===== src/rtl/conv_pkg.sv =====
// Shared FSM state and multiplier tap-select encodings for the 3-tap convolution sequencer.
// Pure definitions only; no latency or flow control involved.
package conv_pkg;

    typedef enum logic [2:0] {
        ST_IDLE,
        ST_ISSUE0,
        ST_ISSUE1,
        ST_ISSUE2,
        ST_DRAIN,
        ST_DONE
    } state_t;

    localparam logic [1:0] SEL_IDLE = 2'b00;
    localparam logic [1:0] SEL_TAP0 = 2'b01;
    localparam logic [1:0] SEL_TAP1 = 2'b10;
    localparam logic [1:0] SEL_TAP2 = 2'b11;

endpackage


===== src/rtl/conv3_sequencer_if.sv =====
// Operand, multiplier and result bus of the 3-tap sequencer; slave = sequencer, master = environment.
// Operand and result sides use valid/ready; the multiplier side has a fixed one-cycle return.
interface conv3_sequencer_if #(
    parameter int DW = 8
);
    logic          in_valid;
    logic          in_ready;
    logic [DW-1:0] a0, a1, a2;
    logic [DW-1:0] k0, k1, k2;

    logic [1:0]    mul_sel;
    logic [DW-1:0] mul_a0, mul_a1, mul_a2;
    logic [DW-1:0] mul_k0, mul_k1, mul_k2;
    logic [DW-1:0] mul_product;

    logic          out_valid;
    logic          out_ready;
    logic [DW-1:0] result;
    logic [DW+1:0] sum_full;
    logic          sat;

    modport slave (
        input  in_valid, a0, a1, a2, k0, k1, k2, mul_product, out_ready,
        output in_ready, mul_sel, mul_a0, mul_a1, mul_a2, mul_k0, mul_k1, mul_k2,
               out_valid, result, sum_full, sat
    );

    modport master (
        output in_valid, a0, a1, a2, k0, k1, k2, mul_product, out_ready,
        input  in_ready, mul_sel, mul_a0, mul_a1, mul_a2, mul_k0, mul_k1, mul_k2,
               out_valid, result, sum_full, sat
    );

endinterface


===== src/rtl/conv3_sequencer.sv =====
// Sequences three taps through an external registered multiplier and accumulates a 3-tap dot product.
// Result valid 5 cycles after acceptance; held in DONE until out_ready; one operand set in flight at a time.
module conv3_sequencer
    import conv_pkg::*;
#(
    parameter int DW     = 8,
    parameter bit SAT_EN = 1'b1
) (
    input  logic             clk,
    input  logic             rst,
    conv3_sequencer_if.slave bus
);

    localparam logic [DW+1:0] MAX_VAL = {2'b00, {DW{1'b1}}};

    state_t        state, state_nxt;
    logic          accept;
    logic          acc_add;
    logic [1:0]    sel;
    logic [DW+1:0] acc;
    logic [DW-1:0] op_a0, op_a1, op_a2;
    logic [DW-1:0] op_k0, op_k1, op_k2;
    logic          over;

    always_ff @(posedge clk) begin
        if (rst) begin
            state <= ST_IDLE;
        end else begin
            state <= state_nxt;
        end
    end

    always_comb begin
        state_nxt = state;
        sel       = SEL_IDLE;
        accept    = 1'b0;
        acc_add   = 1'b0;
        case (state)
            ST_IDLE: begin
                accept = bus.in_valid;
                if (bus.in_valid) state_nxt = ST_ISSUE0;
            end
            ST_ISSUE0: begin
                sel       = SEL_TAP0;
                state_nxt = ST_ISSUE1;
            end
            // Each product returns one cycle after its select, so the add lags issue by one state.
            ST_ISSUE1: begin
                sel       = SEL_TAP1;
                acc_add   = 1'b1;
                state_nxt = ST_ISSUE2;
            end
            ST_ISSUE2: begin
                sel       = SEL_TAP2;
                acc_add   = 1'b1;
                state_nxt = ST_DRAIN;
            end
            ST_DRAIN: begin
                acc_add   = 1'b1;
                state_nxt = ST_DONE;
            end
            ST_DONE: begin
                if (bus.out_ready) state_nxt = ST_IDLE;
            end
            default: state_nxt = ST_IDLE;
        endcase
    end

    always_ff @(posedge clk) begin
        if (rst) begin
            acc   <= '0;
            op_a0 <= '0;
            op_a1 <= '0;
            op_a2 <= '0;
            op_k0 <= '0;
            op_k1 <= '0;
            op_k2 <= '0;
        end else if (accept) begin
            acc   <= '0;
            op_a0 <= bus.a0;
            op_a1 <= bus.a1;
            op_a2 <= bus.a2;
            op_k0 <= bus.k0;
            op_k1 <= bus.k1;
            op_k2 <= bus.k2;
        end else if (acc_add) begin
            acc <= acc + {2'b00, bus.mul_product};
        end
    end

    // acc is frozen from DONE until the next acceptance, so the result fields need no extra register.
    assign over = (acc > MAX_VAL);

    assign bus.in_ready  = (state == ST_IDLE);
    assign bus.out_valid = (state == ST_DONE);
    assign bus.mul_sel   = sel;
    assign bus.mul_a0    = op_a0;
    assign bus.mul_a1    = op_a1;
    assign bus.mul_a2    = op_a2;
    assign bus.mul_k0    = op_k0;
    assign bus.mul_k1    = op_k1;
    assign bus.mul_k2    = op_k2;
    assign bus.sum_full  = acc;
    assign bus.sat       = over;
    assign bus.result    = (SAT_EN && over) ? {DW{1'b1}} : acc[DW-1:0];

endmodule


===== src/flat_wrapper.sv =====
// flat-port wrapper written by rule: the top's interface ports become plain ports
module conv3_sequencer_flat import conv_pkg::*;
#(
    parameter int DW     = 8,
    parameter bit SAT_EN = 1'b1
)
  (clk, rst, bus_in_valid, bus_a0, bus_a1, bus_a2, bus_k0, bus_k1, bus_k2, bus_mul_product, bus_out_ready, bus_in_ready, bus_mul_sel, bus_mul_a0, bus_mul_a1, bus_mul_a2, bus_mul_k0, bus_mul_k1, bus_mul_k2, bus_out_valid, bus_result, bus_sum_full, bus_sat);
  conv3_sequencer_if #(.DW(DW)) bus_i ();
  input  logic clk;
  input  logic rst;
  input wire logic [$bits(bus_i.in_valid)-1:0] bus_in_valid;
  input wire logic [$bits(bus_i.a0)-1:0] bus_a0;
  input wire logic [$bits(bus_i.a1)-1:0] bus_a1;
  input wire logic [$bits(bus_i.a2)-1:0] bus_a2;
  input wire logic [$bits(bus_i.k0)-1:0] bus_k0;
  input wire logic [$bits(bus_i.k1)-1:0] bus_k1;
  input wire logic [$bits(bus_i.k2)-1:0] bus_k2;
  input wire logic [$bits(bus_i.mul_product)-1:0] bus_mul_product;
  input wire logic [$bits(bus_i.out_ready)-1:0] bus_out_ready;
  output wire logic [$bits(bus_i.in_ready)-1:0] bus_in_ready;
  output wire logic [$bits(bus_i.mul_sel)-1:0] bus_mul_sel;
  output wire logic [$bits(bus_i.mul_a0)-1:0] bus_mul_a0;
  output wire logic [$bits(bus_i.mul_a1)-1:0] bus_mul_a1;
  output wire logic [$bits(bus_i.mul_a2)-1:0] bus_mul_a2;
  output wire logic [$bits(bus_i.mul_k0)-1:0] bus_mul_k0;
  output wire logic [$bits(bus_i.mul_k1)-1:0] bus_mul_k1;
  output wire logic [$bits(bus_i.mul_k2)-1:0] bus_mul_k2;
  output wire logic [$bits(bus_i.out_valid)-1:0] bus_out_valid;
  output wire logic [$bits(bus_i.result)-1:0] bus_result;
  output wire logic [$bits(bus_i.sum_full)-1:0] bus_sum_full;
  output wire logic [$bits(bus_i.sat)-1:0] bus_sat;
  assign bus_i.in_valid = bus_in_valid;
  assign bus_i.a0 = bus_a0;
  assign bus_i.a1 = bus_a1;
  assign bus_i.a2 = bus_a2;
  assign bus_i.k0 = bus_k0;
  assign bus_i.k1 = bus_k1;
  assign bus_i.k2 = bus_k2;
  assign bus_i.mul_product = bus_mul_product;
  assign bus_i.out_ready = bus_out_ready;
  assign bus_in_ready = bus_i.in_ready;
  assign bus_mul_sel = bus_i.mul_sel;
  assign bus_mul_a0 = bus_i.mul_a0;
  assign bus_mul_a1 = bus_i.mul_a1;
  assign bus_mul_a2 = bus_i.mul_a2;
  assign bus_mul_k0 = bus_i.mul_k0;
  assign bus_mul_k1 = bus_i.mul_k1;
  assign bus_mul_k2 = bus_i.mul_k2;
  assign bus_out_valid = bus_i.out_valid;
  assign bus_result = bus_i.result;
  assign bus_sum_full = bus_i.sum_full;
  assign bus_sat = bus_i.sat;
  conv3_sequencer #(.DW(DW), .SAT_EN(SAT_EN)) u_core (.clk(clk), .rst(rst), .bus(bus_i));
endmodule

===== config.mk =====
export PLATFORM = sky130hd
export DESIGN_NAME = conv3_sequencer_flat
export DESIGN_NICKNAME = d
export VERILOG_FILES = /design/src/rtl/conv_pkg.sv /design/src/rtl/conv3_sequencer_if.sv /design/src/rtl/conv3_sequencer.sv /design/src/flat_wrapper.sv
export SDC_FILE = /design/constraint.sdc
export NUM_CORES = 1
export LEC_CHECK = 0
export BUFFER_PORTS_ARGS = -buffer_cell sky130_fd_sc_hd__buf_4
export CAP_MARGIN = 5
export CORE_MARGIN = 4
export CORE_UTILIZATION = 40
export DETAILED_ROUTE_END_ITERATION = 12
export GPL_ROUTABILITY_DRIVEN = 0
export PLACE_DENSITY = 0.72
export SYNTH_ARGS = -nofsm -noshare
export SYNTH_HDL_FRONTEND = slang
export SYNTH_SLANG_ARGS = --single-unit

===== constraint.sdc =====
create_clock -name clk -period 2.6 [get_ports clk]
set_clock_uncertainty 0.15 [all_clocks]
set_input_delay 0.65 -clock clk [delete_from_list [all_inputs] [get_ports clk]]
set_output_delay 0.65 -clock clk [all_outputs]
set_load 0.03 [all_outputs]

Word-level counts from Yosys, hierarchy flattened:

Cells that the tools add are included.

* add/sub/neg operators: 1
* magnitude comparators: 1
* equal/unequal tests: 7
* multiplexer cells: 7
* reductions and logical operators: 4

Operators with widths (count)
* $pmux W3 S6: 1
* $add A10 B8 Y10: 1
* $gt A10 B8 Y1 const B: 1
* $mux W8: 1
* $eq A3 B2 Y1 const B: 2
* $eq A3 B3 Y1 const B: 2
* $mux W3: 2
* $pmux W2 S3: 1
* $ne A2 B2 Y1 const B: 2
* $eq A3 B1 Y1 const B: 1
* $logic_not A3 Y1: 1
* $reduce_or A3 Y1: 1
* $mux W1: 2
* $reduce_and A2 Y1: 1
* $reduce_or A2 Y1: 1

* register bits after elaboration: 61
* output and inout bits: 71
* logic and storage cells: 28

Depth between registers and ports, before layout:

* depth after elaboration: 3
* gate-level depth with buffers: 8
* gate-level depth less buffers: 8

Worst setup path after synthesis:

OpenSTA, ideal clock, no wires.

* path kind: input-to-reg
* start point: in bus_mul_product[0]
* end point: reg u_core.acc[6] (netlist: u_core.bus.sum_full[6])
* library setup time: 0.086 ns
* data arrival time: 1.943 ns
* data required time: 2.364 ns
* setup slack: 0.422 ns
* stages: 8
* cells stage by stage: ha_1 inv_1 fa_1 nor2b_1 o31a_1 o31ai_1 xor2_1 a211oi_1

* longest elaborated chain between the ends: 1

RTL lines
* start: declaration: RTL line flat_wrapper.sv:18 `input wire logic [$bits(bus_i.mul_product)-1:0] bus_mul_product;`
* $add A10 B8 Y10: RTL line conv3_sequencer.sv:87 `acc <= acc + {2'b00, bus.mul_product};`
* end signal: assignment: RTL line conv3_sequencer.sv:87
* end: declaration: RTL line conv3_sequencer.sv:20 `logic [DW+1:0] acc;`

Every way passes these cells.
A chain may end at the register's enable or synchronous reset.

Final worst setup path:

* start point: reg u_core.acc[9] (netlist: u_core.bus.sum_full[9])
* end point: out bus_result[4]

* longest elaborated chain between the ends: 2

RTL lines
* $gt A10 B8 Y1: RTL line conv3_sequencer.sv:92 `assign over = (acc > MAX_VAL);`
* $mux W8: RTL line conv3_sequencer.sv:105 `assign bus.result = (SAT_EN && over) ? {DW{1'b1}} : acc[DW-1:0];`
* end: declaration: RTL line flat_wrapper.sv:29 `output wire logic [$bits(bus_i.result)-1:0] bus_result;`

Every way passes these cells.

==> results.json <==
{
  "status": "finished clean",
  "peakVddDrop_mv": 0.557,
  "grt_pass1_wl_mm": 10.9,
  "async_reset_ff_share_pct": 0,
  "diodes": 0,
  "numPortBuffers": 130,
  "finalCritPeriodShare_pct": 81.9,
  "arrival_ns": 1.33,
  "crit_chain": "or3_1, buf_4",
  "die_w_um": 88.7,
  "drt_wl_total_mm": 7.02,
  "drive_above_1_share_pct": 35.2,
  "reg2regPathDepth": 8,
  "clockBufferDepth": 2,
  "crit_path_start": "u_core.bus.sum_full[9]$_SDFFE_PP0P_",
  "ys_types": 37,
  "grt_usage_pct": 17.7,
  "syn_area_sq_um": 2610,
  "syn_nets": 393,
  "critPathBufInv": 1,
  "cts_root_buf": "clkbuf_8",
  "placedCellCount": 513,
  "nets": 516,
  "grt.overflow.total": 0,
  "p_total_mw": 2.74,
  "placed_area_sq_um": 3580,
  "clk_pin_slew_worst_paths_ns": 0.07,
  "cts_buffers": 9,
  "clock_sinks": 61,
  "path_depth": 2,
  "hold_violations": 0,
  "syn_inst": 324,
  "start_kind": "flop",
  "grt_pass1_vias": 2454,
  "crit_path_top_delay_cell": "dfxtp_1",
  "endpoint_kind": "output port",
  "cts_hold_buffers": 0,
  "die-area_sq_um": 7870,
  "initial_utilization_pct": 41.1,
  "fin_tns_setup_ns": 0,
  "io_pins": 131,
  "wl_met3_um": 541,
  "worstHoldStart": "u_core.bus.mul_k1[5]$_SDFFE_PP0P_",
  "fmax_mhz": 469,
  "syn2layout_area_growth_pct": 45.7,
  "final_cell_count_no_fill": 529,
  "fin_crit_ns": 2.13,
  "cts_tree": "done",
  "cts_setup_buffers": 0,
  "synth-main-ff-cell": "dfxtp_1",
  "tightest_slew_ns": 0.645,
  "layout_common_cells": "135 x buf_4, 103 x nand2_1, 61 x dfxtp_1",
  "synth_seq_cells": 61,
  "drc": 0,
  "rsz0062_at_grt": "no",
  "first_pass_iters": 4,
  "vias_per_cell": 4.81,
  "wl_per_cell_um": 13.3,
  "r2r-start": "u_core.bus.sum_full[0]$_SDFFE_PP0P_",
  "htreeDepth": 3,
  "max_stage_delay_ns": 0.41,
  "antenna_found_initial": 0,
  "wl_met2_mm": 3.52,
  "crit_family": "flip-flops",
  "r2r_end": "u_core.bus.sum_full[6]$_SDFFE_PP0P_",
  "rows": 29,
  "powerDensity_nw_per_um2": 721,
  "cap_violations": 0,
  "min_path_type": "reg -> reg",
  "highest_layer": "met4",
  "drtAntennaViolNets": 0,
  "crit_type": "reg -> out",
  "rrSetupSlack_ns": 0.51,
  "avgSynthCellArea_sq_um": 8.05,
  "post_cts_resize_count": 0,
  "via_count": 2543,
  "hpwl_mm": 5.14,
  "worstPathMaxFanout": 11,
  "leakagePower_nw": 1.77,
  "fp.dieH_um": 88.7,
  "nFillCells": 605,
  "grt_max_degree": 52,
  "final_common_cell": "buf_4",
  "clock_latency_ns": 0.33,
  "required_ns": 1.80,
  "synth-edff-count": 0,
  "yosysSeqAreaShare_pct": 46.8,
  "worstSetupEndpoint": "bus_result[4]",
  "maxSlewViolCount": 0,
  "core_region_area_sq_um": 6350,
  "setup_violations": 0,
  "wl_met1_mm": 2.80,
  "drt_iter0_drc": 101,
  "slew_headroom_pct": 56.9,
  "final_cell_area_sq_um": 3800,
  "yosysWarnings": 0
}
==> metal layers <==
metal / global-route usage, % / up-vias
met5: 0 / -
met4: 7.55 / 0
met3: 6.42 / 15
met2: 29.9 / 80
met1: 20.2 / 1134
li1: - / 1314
==> cell families after synthesis <==
| group | share of synthesized area [%] |
|---|---|
| AOI/OAI and AO/OA | 16.4 |
| adders and majority gates | 4.61 |
| buffers and inverters | 6.00 |
| xor gates and xnor gates | 2.02 |
| and+or+nand+nor | 24.1 |
| DFF | 46.8 |
==> synth_stat cells, drive strengths merged (2+ instances only) <==
cell type    n  share of area (%)
nor2b        4                1.2
or3          9                2.2
a211oi       3               0.86
clkbuf      10                1.4
nand3        3               0.58
o211ai       3               0.86
o21ai        3               0.58
dfxtp       61                 47
buf         13                4.0
xnor2        2               0.67
a21oi       56                 11
ha           8                3.8
nor2        15                2.2
nor3         3                1.0
xor2         4                1.3
o21a         2               0.58
inv          4               0.58
nand2      104                 15
or2          3               0.72
==> state kept, by name, summed over array words and instances (netlist names) <==
signal,count
u_core.bus.mul_k1,8
u_core.bus.mul_a0,8
u_core.bus.mul_k2,8
u_core.bus.mul_a2,8
u_core.bus.mul_k0,8
u_core.bus.mul_a1,8
u_core.bus.sum_full,10
u_core.state,3
==> worst min-delay path by stage <==
stage                                                   end  slack, ns  cells past startpoint
after floorplan                u_core.state[1]$_SDFFE_PP0P_       0.38                      2
after global placement    u_core.bus.mul_k0[2]$_SDFFE_PP0P_       0.29                      2
after detailed placement  u_core.bus.mul_k0[4]$_SDFFE_PP0P_       0.30                      2
after CTS                 u_core.bus.mul_k0[4]$_SDFFE_PP0P_       0.31                      2
after global routing      u_core.bus.mul_k0[4]$_SDFFE_PP0P_       0.33                      2
final                     u_core.bus.mul_k1[5]$_SDFFE_PP0P_       0.31                      2
==> power by group <==
group	switching [mW]	internal, mW	leakage, nW
combinational	0.459	0.301	1.16
sequential	0.0595	1.02	0.499
clock	0.375	0.524	0.105
==> through the flow <==
stage,util [%],worst slack (ns),hold WS [ns]
final,59.8,0.470,0.305
after global routing,59.8,0.402,0.328
after CTS,59.8,0.443,0.307
after detailed placement,56.4,0.205,0.297
after global placement,56.4,0.262,0.292
after floorplan,-,0.422,0.382
==> final cells by class <==
class | count | area, sq um | share of cell area, %
Multi-Input combinational cell | 236 | 1230 | 32.5
Sequential cell | 61 | 1220 | 32.1
Timing Repair Buffer | 135 | 1010 | 26.7
Clock buffer | 12 | 165 | 4.35
Tap cell | 77 | 96.3 | 2.54
Clock inverter | 4 | 53.8 | 1.42
Inverter | 4 | 15.0 | 0.395
==> worst reg2reg max path, cell delays in order (launching register included) <==
cell and delay, ns:
dfxtp_1 0.38, ha_1 0.18, inv_1 0.05, fa_1 0.37
nor2b_1 0.21, o31a_1 0.20, o31ai_1 0.09, xor2_1 0.14
a211oi_1 0.22
(Power assumes the default switching activity.)
